### src/rtl/reservation_exec_unit_if.sv
// +----------------------------------------------------------------------+
// | reservation_exec_unit_if                                             |
// | Issue/completion bundle between a reservation station and its unit. |
// | Optional: EXEC_FLUSH_EN adds the flush strobe.                       |
// | Rev 1.0 - initial release                                            |
// +----------------------------------------------------------------------+
`default_nettype none

interface reservation_exec_unit_if #(
    parameter int DW = 16
);
    logic          start;
    logic [1:0]    rsindex;
    logic [DW-1:0] rs1data;
    logic [DW-1:0] rs2data;
    logic [3:0]    func;
    logic [2:0]    rob_ind;
    logic [3:0]    rd;
`ifdef EXEC_FLUSH_EN
    logic          flush;
`endif
    logic          busy;
    logic          done;
    logic [DW-1:0] result;
    logic [2:0]    rob_out;
    logic [3:0]    rd_out;
    logic [1:0]    rsindex_out;
    logic          err;

    modport master (
        output start, rsindex, rs1data, rs2data, func, rob_ind, rd,
`ifdef EXEC_FLUSH_EN
        output flush,
`endif
        input  busy, done, result, rob_out, rd_out, rsindex_out, err
    );

    modport slave (
        input  start, rsindex, rs1data, rs2data, func, rob_ind, rd,
`ifdef EXEC_FLUSH_EN
        input  flush,
`endif
        output busy, done, result, rob_out, rd_out, rsindex_out, err
    );
endinterface

`default_nettype wire

### src/rtl/reservation_exec_unit.sv
// +----------------------------------------------------------------------+
// | reservation_exec_unit                                                |
// | Fixed-latency Tomasulo functional unit (add/sub/branch or mul/div).  |
// | Optional: EXEC_FLUSH_EN enables the in-flight flush input.          |
// | Rev 1.0 - initial release                                            |
// +----------------------------------------------------------------------+
`default_nettype none

module reservation_exec_unit #(
    parameter int UNIT_KIND = 0,
    parameter int DW        = 16,
    parameter int ADD_LAT   = 2,
    parameter int MUL_LAT   = 4,
    parameter int DIV_LAT   = 6
) (
    input  wire logic              clk1,
    input  wire logic              rst_n,
    reservation_exec_unit_if.slave eu
);
    localparam logic [3:0] c_F_ADD = 4'b0000;
    localparam logic [3:0] c_F_SUB = 4'b0001;
    localparam logic [3:0] c_F_MUL = 4'b0010;
    localparam logic [3:0] c_F_DIV = 4'b0011;
    localparam logic [3:0] c_F_BEQ = 4'b0110;
    localparam logic [3:0] c_F_BNE = 4'b0111;

    localparam int c_MAX_LAT = (ADD_LAT > MUL_LAT) ?
                               ((ADD_LAT > DIV_LAT) ? ADD_LAT : DIV_LAT) :
                               ((MUL_LAT > DIV_LAT) ? MUL_LAT : DIV_LAT);
    localparam int c_CW = $clog2(c_MAX_LAT + 1);

    typedef enum logic [0:0] {
        S_IDLE = 1'b0,
        S_BUSY = 1'b1
    } state_t;

    state_t          r_state;
    state_t          w_state_nxt;
    logic [c_CW-1:0] r_cnt;
    logic [DW-1:0]   r_a;
    logic [DW-1:0]   r_b;
    logic [3:0]      r_func;
    logic [2:0]      r_rob;
    logic [3:0]      r_rd;
    logic [1:0]      r_rsidx;
    logic            r_done;
    logic            r_err;
    logic [DW-1:0]   r_result;
    logic [2:0]      r_rob_out;
    logic [3:0]      r_rd_out;
    logic [1:0]      r_rsidx_out;

    logic            w_flush;
    logic            w_accept;
    logic            w_finish;
    logic [DW-1:0]   w_res;
    logic            w_err;

    function automatic logic f_supported(input logic [3:0] f);
        if (UNIT_KIND == 0)
            return (f == c_F_ADD) || (f == c_F_SUB) || (f == c_F_BEQ) || (f == c_F_BNE);
        else
            return (f == c_F_MUL) || (f == c_F_DIV);
    endfunction

    // Anything this unit cannot execute still completes after one cycle
    // so the reservation-station slot is released.
    function automatic logic [c_CW-1:0] f_latency(input logic [3:0] f);
        if (!f_supported(f))   return c_CW'(1);
        else if (f == c_F_MUL) return c_CW'(MUL_LAT);
        else if (f == c_F_DIV) return c_CW'(DIV_LAT);
        else                   return c_CW'(ADD_LAT);
    endfunction

`ifdef EXEC_FLUSH_EN
    assign w_flush = eu.flush;
`else
    assign w_flush = 1'b0;
`endif

    assign w_accept = (r_state == S_IDLE) && eu.start && !w_flush;
    assign w_finish = (r_state == S_BUSY) && (r_cnt == c_CW'(1)) && !w_flush;

    always_comb begin
        w_state_nxt = r_state;
        case (r_state)
            S_IDLE:  if (w_accept)            w_state_nxt = S_BUSY;
            S_BUSY:  if (w_flush || w_finish) w_state_nxt = S_IDLE;
            default: w_state_nxt = S_IDLE;
        endcase
    end

    always_comb begin
        w_res = '0;
        w_err = 1'b0;
        if (!f_supported(r_func)) begin
            w_err = 1'b1;
        end else begin
            case (r_func)
                c_F_ADD: w_res = r_a + r_b;
                c_F_SUB: w_res = r_a - r_b;
                c_F_MUL: w_res = r_a * r_b;
                c_F_DIV: begin
                    if (r_b == '0) begin
                        w_res = '1;
                        w_err = 1'b1;
                    end else begin
                        w_res = r_a / r_b;
                    end
                end
                c_F_BEQ: w_res = DW'(r_a == r_b);
                c_F_BNE: w_res = DW'(r_a != r_b);
                default: w_err = 1'b1;
            endcase
        end
    end

    always_ff @(posedge clk1 or negedge rst_n) begin
        if (!rst_n) begin
            r_state     <= S_IDLE;
            r_cnt       <= '0;
            r_a         <= '0;
            r_b         <= '0;
            r_func      <= '0;
            r_rob       <= '0;
            r_rd        <= '0;
            r_rsidx     <= '0;
            r_done      <= 1'b0;
            r_err       <= 1'b0;
            r_result    <= '0;
            r_rob_out   <= '0;
            r_rd_out    <= '0;
            r_rsidx_out <= '0;
        end else begin
            r_state <= w_state_nxt;
            r_done  <= 1'b0;
            if (w_accept) begin
                r_a     <= eu.rs1data;
                r_b     <= eu.rs2data;
                r_func  <= eu.func;
                r_rob   <= eu.rob_ind;
                r_rd    <= eu.rd;
                r_rsidx <= eu.rsindex;
                r_cnt   <= f_latency(eu.func);
            end else if (r_state == S_BUSY) begin
                if (w_flush) begin
                    r_cnt <= '0;
                end else if (w_finish) begin
                    r_cnt       <= '0;
                    r_done      <= 1'b1;
                    r_result    <= w_res;
                    r_err       <= w_err;
                    r_rob_out   <= r_rob;
                    r_rd_out    <= r_rd;
                    r_rsidx_out <= r_rsidx;
                end else begin
                    r_cnt <= r_cnt - c_CW'(1);
                end
            end
        end
    end

    assign eu.busy        = (r_state == S_BUSY);
    assign eu.done        = r_done;
    assign eu.result      = r_result;
    assign eu.err         = r_err;
    assign eu.rob_out     = r_rob_out;
    assign eu.rd_out      = r_rd_out;
    assign eu.rsindex_out = r_rsidx_out;
endmodule

`default_nettype wire

### src/flat_wrapper.sv
// flat-port wrapper written by rule: the top's interface ports become plain ports
module reservation_exec_unit_flat 
#(
    parameter int UNIT_KIND = 0,
    parameter int DW        = 16,
    parameter int ADD_LAT   = 2,
    parameter int MUL_LAT   = 4,
    parameter int DIV_LAT   = 6
)
  (clk1, rst_n, eu_start, eu_rsindex, eu_rs1data, eu_rs2data, eu_func, eu_rob_ind, eu_rd, eu_busy, eu_done, eu_result, eu_rob_out, eu_rd_out, eu_rsindex_out, eu_err);
  reservation_exec_unit_if #(.DW(DW)) eu_i ();
  input  wire logic clk1;
  input  wire logic rst_n;
  input wire logic [$bits(eu_i.start)-1:0] eu_start;
  input wire logic [$bits(eu_i.rsindex)-1:0] eu_rsindex;
  input wire logic [$bits(eu_i.rs1data)-1:0] eu_rs1data;
  input wire logic [$bits(eu_i.rs2data)-1:0] eu_rs2data;
  input wire logic [$bits(eu_i.func)-1:0] eu_func;
  input wire logic [$bits(eu_i.rob_ind)-1:0] eu_rob_ind;
  input wire logic [$bits(eu_i.rd)-1:0] eu_rd;
  output wire logic [$bits(eu_i.busy)-1:0] eu_busy;
  output wire logic [$bits(eu_i.done)-1:0] eu_done;
  output wire logic [$bits(eu_i.result)-1:0] eu_result;
  output wire logic [$bits(eu_i.rob_out)-1:0] eu_rob_out;
  output wire logic [$bits(eu_i.rd_out)-1:0] eu_rd_out;
  output wire logic [$bits(eu_i.rsindex_out)-1:0] eu_rsindex_out;
  output wire logic [$bits(eu_i.err)-1:0] eu_err;
  assign eu_i.start = eu_start;
  assign eu_i.rsindex = eu_rsindex;
  assign eu_i.rs1data = eu_rs1data;
  assign eu_i.rs2data = eu_rs2data;
  assign eu_i.func = eu_func;
  assign eu_i.rob_ind = eu_rob_ind;
  assign eu_i.rd = eu_rd;
  assign eu_busy = eu_i.busy;
  assign eu_done = eu_i.done;
  assign eu_result = eu_i.result;
  assign eu_rob_out = eu_i.rob_out;
  assign eu_rd_out = eu_i.rd_out;
  assign eu_rsindex_out = eu_i.rsindex_out;
  assign eu_err = eu_i.err;
  reservation_exec_unit #(.UNIT_KIND(UNIT_KIND), .DW(DW), .ADD_LAT(ADD_LAT), .MUL_LAT(MUL_LAT), .DIV_LAT(DIV_LAT)) u_core (.clk1(clk1), .rst_n(rst_n), .eu(eu_i));
endmodule
### config.mk
export PLATFORM = sky130hd
export DESIGN_NAME = reservation_exec_unit_flat
export DESIGN_NICKNAME = d
export VERILOG_FILES = /design/src/rtl/reservation_exec_unit_if.sv /design/src/rtl/reservation_exec_unit.sv /design/src/flat_wrapper.sv
export SDC_FILE = /design/constraint.sdc
export NUM_CORES = 1
export LEC_CHECK = 0
export CELL_PAD_IN_SITES_DETAIL_PLACEMENT = 0
export CELL_PAD_IN_SITES_GLOBAL_PLACEMENT = 1
export CORE_ASPECT_RATIO = 1.25
export CORE_MARGIN = 2
export CORE_UTILIZATION = 50
export DETAILED_ROUTE_END_ITERATION = 7
export PLACE_DENSITY_LB_ADDON = 0.1
export SLEW_MARGIN = 10
export SYNTH_ARGS = -nofsm -noshare
export SYNTH_HDL_FRONTEND = slang
export SYNTH_SLANG_ARGS = --single-unit
### constraint.sdc
create_clock -name clk1 -period 36.8 [get_ports clk1]
set_clock_uncertainty 0.1 [all_clocks]
set_input_delay 11.04 -clock clk1 [delete_from_list [all_inputs] [get_ports clk1]]
set_output_delay 11.04 -clock clk1 [all_outputs]
set_load 0.02 [all_outputs]
==> impl_metrics.yaml, run 1 <==
critical_path:
  crit_path_max_incr_delay_ps: 740
  cpMostUsedCell: "ha_1"
  start_kind: "register"
  arrival_ps: 25720
  worst_ep_required_time_ps: 36920
  crit_fanout: 26
  crit_type: "reg -> reg"
  end_kind: "register"
  cp_slowest_cell: "nor2_1"
synthesis:
  synth.area.top_cells: "ha_1 (18%), dfrtp_1 (15%), fa_1 (13%)"
  synthMuxAreaShare_pct: 5.56
  synth_area_sq_um: 13000
  synth-compound-area-share_pct: 19.5
  ys_warn_count: 0
  synthAdderAreaFrac_pct: 30.7
  syn_nets: 1914
  synth_top_family_by_area: "adder cells"
  synthSimpleGateAreaFrac_pct: 17.5
  yosys.area.top_type_share_pct: 18.1
  syn_inst: 1596
  syn_area_per_cell_sq_um: 8.15
  seq_area_frac_synth_pct: 14.6
  synth_xor_area_share_pct: 4.92
  ys.flop_type: "dfrtp_1"
  synth-edff-count: 0
  synth_top_area_cell: "ha_1"
  synth_cell_types: 77
  synth_seq_cells: 76
  synthArstFlopShare_pct: 100
job:
  maxCapViolations: 0
die:
  die-area_sq_um: 27300
  die_w_um: 148
  start_util_pct: 50.5
  fp.dieH_um: 184
  ioPinCount: 76
  core-area_sq_um: 25800
  row_count: 66
clock_network:
  cts_tree: "built"
  cts-buffers-inserted: 9
  h-tree-depth: 3
  cts_resized: 0
  cts_hold_buf: 0
  cts_sinks: 76
  root_buffer: "clkbuf_16"
  post-cts-setup-buffer-count: 0
  path_clk_slew_ps: 70
  insertion_delay_ps: 360
  clock_path_buffers: 2
final_layout:
  drive_gt1_share_pct: 7.02
  final_util_pct: 55.7
  syn_to_final_growth_pct: 10.3
  nets: 1952
  antenna_cells: 0
routing:
  wl_per_cell_um: 21.0
  drtIter0Drc: 710
  vias_per_cell: 5.96
  wirelength_mm: 41.7
  drtAntennaViolNets: 0
  drc: 0
  first_pass_iters: 5
  vias: 11800
timing:
  hold_viol: 0
  finalCritPeriodShare_pct: 69.6
  maxSlewViolCount: 0
  fin_setup_tns_ps: 0
  rsz0062_at_grt: "no"
  setup_slack_ps: 11190
  finalSetupViolCount: 0
  maxSlewHeadroom_pct: 29.5
  fmax_mhz: 39.1
  tightest_slew_ps: 1030
  min_period_ps: 25610
outcome:
  outcome: "finished, final reports clean"
global_routing:
  met1_usage_pct: 38.6
  grt_use_met3_pct: 3.99
  grt_antenna_before_repair: 0
  grt_overflow: 0
  use_met2_pct: 52.9
  busiest_layer: "met2"
  grt_max_degree: 77
  grt_pass1_wl_mm: 64.8
  grt_pass1_vias: 11700
  grt.total_usage_pct: 30.9
placed_design:
  io_buffers: 75
  gp_congestion: 0.942
  hpwl_mm: 32.2
  dp_slack_ps: 11590
hold_path:
  hold_class: "reg -> reg"
## layout make-up
class | count | area [sq um]
inverters | 179 | 672
flip-flops and latches | 76 | 1900
fillers | 2501 | 11400
well taps | 340 | 425
clock inverters | 5 | 36.3
multi-input cells | 1273 | 10200
repair buffers | 95 | 898
clock buffers | 11 | 233
## cell usage after synthesis (5+ instances only)
library cell	n
o22ai_1	5
nor4_1	8
a21oi_1	99
clkbuf_1	58
o2111ai_1	6
a21o_1	24
a21boi_0	7
nand2b_1	8
nor2_1	122
a211oi_1	10
a22oi_1	5
xor2_1	28
and4_1	5
o211ai_1	23
buf_1	5
o21a_1	29
o31a_1	5
nand3_1	28
nand2_1	163
fa_1	82
dfrtp_1	76
xnor2_1	45
ha_1	188
mux2_2	50
nor3_1	43
o21ai_0	83
or2_2	15
o31ai_1	11
a31oi_1	8
nand4_1	10
and3_1	8
a22o_1	7
nor2b_1	10
or3_1	18
and2_1	29
o21bai_1	5
mux2i_1	16
a221oi_1	10
inv_1	178
## layer usage
metal / wire [um] / vias up / share of wire [%]
met5: 0 / - / 0
met4: 1950 / 0 / 4.7
met3: 2390 / 111 / 5.7
met2: 20000 / 410 / 48
met1: 17300 / 5655 / 42
li1: - / 5622 / -
## worst max-delay path, delay by kind of cell (launching register included)
| kind | cells | cell delay (ps) |
|---|---|---|
| multiplexers | 6 | 2040 |
| adder cells (fa/ha/maj) | 13 | 4110 |
| buffers and inverters | 2 | 170 |
| AND/OR/NAND/NOR | 19 | 6260 |
| flip-flops | 1 | 580 |
| AO/OA/AOI/OAI | 49 | 12150 |
## worst paths after layout
check | startpoint | to | slack [ps] | cells after the start
setup / recovery | u_core.r_b[4]$_DFFE_PN0P_ | u_core.eu.result[2]$_DFFE_PN0P_ | 11190 | 89
hold / removal | u_core.eu.result[5]$_DFFE_PN0P_ | u_core.eu.result[5]$_DFFE_PN0P_ | 370 | 1
setup reg to reg | u_core.r_b[4]$_DFFE_PN0P_ | u_core.eu.result[2]$_DFFE_PN0P_ | 11190 | 89
hold reg to reg | u_core.eu.result[5]$_DFFE_PN0P_ | u_core.eu.result[5]$_DFFE_PN0P_ | 370 | 1
max in group asynchronous | rst_n | u_core.r_rob[1]$_DFFE_PN0P_ | 25170 | 1
min in group asynchronous | rst_n | u_core.r_a[5]$_DFFE_PN0P_ | 10760 | 1
## registers in the layout, indices dropped and copies added, names as in the netlist
name	count
u_core.eu.done	1
u_core.eu.rd_out	4
u_core.eu.result	16
u_core.r_rsidx	2
u_core.r_b	16
u_core.r_a	16
u_core.r_cnt	3
u_core.eu.err	1
u_core.eu.busy	1
u_core.eu.rsindex_out	2
u_core.r_rob	3
u_core.eu.rob_out	3
u_core.r_func	4
u_core.r_rd	4
## per-stage QoR
stage | instances | hold WS [ps] | area (sq um)
after floorplan | 1596 | 375 | 13000
after global placement | 1963 | 361 | 14100
after detailed placement | 1963 | 367 | 14100
after CTS | 1979 | 380 | 14300
after global routing | 1979 | 394 | 14300
final | 1979 | 373 | 14300
## cells in the final DEF, fill, tap and decap left out, drive strengths merged, types with 9 or more instances in the layout
cell type      count
o21a              29
mux2              50
nor4               9
a21o              24
or3               18
nor2b             10
xor2              28
nand2            163
nand4             10
buf               21
mux2i             16
ha               188
nor2             122
a21oi             99
fa                82
a221oi            10
or2               15
o211ai            23
clkbuf            11
o21ai             87
xnor2             45
and2              29
clkdlybuf4s50     74
nor3              44
inv              179
dfrtp             76
o31ai             13
nand3             28
a211oi            10
## cell families after synthesis
logic type,count (synthesis)
simple gates,481
compound gates,383
fa+ha+maj,270
buf+inv,247
flops,76
xor+xnor,73
mux,66
Power of run 1 is left out: the tool's default activity adds up to more than one toggle a clock period on the data nets, which glitch-free logic cannot reach.
==> inputs of run 2 (changes only) <==
--- a/config.mk
+++ b/config.mk
@@ -9,7 +9,7 @@
 export CELL_PAD_IN_SITES_GLOBAL_PLACEMENT = 1
 export CORE_ASPECT_RATIO = 1.25
 export CORE_MARGIN = 2
-export CORE_UTILIZATION = 50
+export CORE_UTILIZATION = 47
 export DETAILED_ROUTE_END_ITERATION = 7
 export PLACE_DENSITY_LB_ADDON = 0.1
 export SLEW_MARGIN = 10
==> constraint.sdc (replaced) <==
create_clock -name clk1 -period 26.9 [get_ports clk1]
set_clock_uncertainty 0.1 [all_clocks]
set_input_delay 8.07 -clock clk1 [delete_from_list [all_inputs] [get_ports clk1]]
set_output_delay 8.07 -clock clk1 [all_outputs]
set_load 0.02 [all_outputs]
==> run 2 against run 1 <==
  * Global-route usage decreased by 1.3 points
  * Hold slack better by 7.6 ps
  * Flip-flop and latch count unchanged
  * Wire length grew 2.7%
  * Critical path type unchanged
==> impl_metrics.yaml, run 2 (synthesized netlist as in run 1, its figures left out) <==
outcome:
  outcome: "finished, final reports clean"
final_layout:
  fillers: 2677
  drive_gt1_share_pct: 7.43
  fin_cells: 1991
  antenna_cells: 0
  multi_input_area_sq_um: 10200
  layout_commonest_cell: "ha_1"
  nets: 1954
  layout_common_cells: "ha_1 (188), inv_1 (178), nand2_1 (163)"
  syn_to_final_growth_pct: 10.7
  seq_area_sq_um: 1900
timing:
  rsz0062_at_grt: "no"
  min_period_ps: 24860
  finalCritPeriodShare_pct: 92.4
  hold_viol: 0
  fin_setup_tns_ps: 0
  setup_slack_ps: 2040
  fmax_mhz: 40.2
  maxSlewViolCount: 0
  finalSetupViolCount: 0
  tightest_slew_ps: 977
  maxSlewHeadroom_pct: 34.6
critical_path:
  r2r-start: "u_core.r_b[11]$_DFFE_PN0P_"
  crit_path_max_incr_delay_ps: 760
  cpMostUsedCell: "a21oi_1"
  r2r_cells: 91
  crit_family: "compound AO/OA/AOI/OAI gates"
  crit_type: "reg -> reg"
  start_kind: "register"
  reg2reg_setup_slack_ps: 2040
  cp_slowest_cell: "nor2_1"
  reg2reg_to: "u_core.eu.result[2]$_DFFE_PN0P_"
  crit_fanout: 26
  arrival_ps: 24990
  end_kind: "register"
  worst_ep_required_time_ps: 27030
  cp.buffers_inverters: 3
hold_path:
  holdPathStages: 1
  hold_path_end: "u_core.eu.result[5]$_DFFE_PN0P_"
  hold_start: "u_core.eu.result[5]$_DFFE_PN0P_"
  hold_class: "reg -> reg"
global_routing:
  grt_antenna_before_repair: 0
  grt_max_degree: 69
  grt_pass1_wl_mm: 67.0
  grt_overflow: 0
  grt.total_usage_pct: 29.6
  grt_pass1_vias: 11900
routing:
  vias_per_cell: 5.96
  first_pass_iters: 6
  wl_per_cell_um: 21.5
  vias: 11900
  wirelength_mm: 42.8
  drtIter0Drc: 790
  drtAntennaViolNets: 0
  drc: 0
placed_design:
  dp_slack_ps: 1900
  place_inst: 1975
  hpwl_mm: 33.4
  io_buffers: 75
  gp_congestion: 0.954
clock_network:
  post-cts-setup-buffer-count: 0
  cts_sinks: 76
  clock_path_buffers: 2
  root_buffer: "clkbuf_16"
  path_clk_slew_ps: 80
  insertion_delay_ps: 360
  cts_tree: "built"
  cts-buffers-inserted: 9
  h-tree-depth: 3
  cts_hold_buf: 0
job:
  maxCapViolations: 0
die:
  die-area_sq_um: 29000
  fp.dieH_um: 190
  core-area_sq_um: 27400
  start_util_pct: 47.5
  die_w_um: 153
  row_count: 68
  ioPinCount: 76
run 2: stage by stage:
stage          util [%]  area (sq um)  hold slack [ps]
2_1_floorplan         -         13000              375
3_3_place_gp       51.5         14100              363
6_report           52.6         14400              381
3_5_place_dp       51.5         14100              366
4_1_cts            52.5         14400              381
5_1_grt            52.6         14400              416
run 2: worst max path at each step:
stage	startpoint	end	slack, ps	cells after the start
after floorplan	u_core.r_b[7]$_DFFE_PN0P_	u_core.eu.result[2]$_DFFE_PN0P_	5110	101
after global placement	u_core.r_b[11]$_DFFE_PN0P_	u_core.eu.result[2]$_DFFE_PN0P_	2540	89
after detailed placement	u_core.r_b[11]$_DFFE_PN0P_	u_core.eu.result[2]$_DFFE_PN0P_	1900	89
after CTS	u_core.r_b[11]$_DFFE_PN0P_	u_core.eu.result[2]$_DFFE_PN0P_	1840	90
after global routing	u_core.r_b[11]$_DFFE_PN0P_	u_core.eu.result[2]$_DFFE_PN0P_	80	94
final	u_core.r_b[11]$_DFFE_PN0P_	u_core.eu.result[2]$_DFFE_PN0P_	2040	91
run 2: routing by layer:
layer | part of all wire (%) | routed length (um) | GRT usage, %
met5 | 0 | 0 | 0
met4 | 3.4 | 1450 | 10.3
met3 | 5.3 | 2280 | 2.82
met2 | 50 | 21200 | 52.4
met1 | 42 | 17800 | 37.8
run 2: worst register-to-register path: cells and delay by family (launching register included):
| kind | cells | cell delay, ps |
|---|---|---|
| flip-flops | 1 | 470 |
| multiplexers | 7 | 2180 |
| AND/OR/NAND/NOR | 18 | 5440 |
| AO/OA/AOI/OAI | 50 | 12210 |
| buffers and inverters | 3 | 260 |
| adder cells (fa/ha/maj) | 13 | 4080 |
run 2: cell type report:
type,count,area share (%)
well taps,350,3.04
repair buffers,97,6.34
clock buffers,9,1.56
multi-input cells,1273,70.7
clock inverters,7,0.452
flip-flops and latches,76,13.2
inverters,179,4.67
run 2: repair_timing:
| item | 4_1_cts | 5_1_grt |
|---|---|---|
| hold endpoints to repair | 0 | 0 |
| setup endpoints to repair | 0 | 1 |
| resized for setup | 0 | 3 |
Power of run 2 is left out for the same reason.
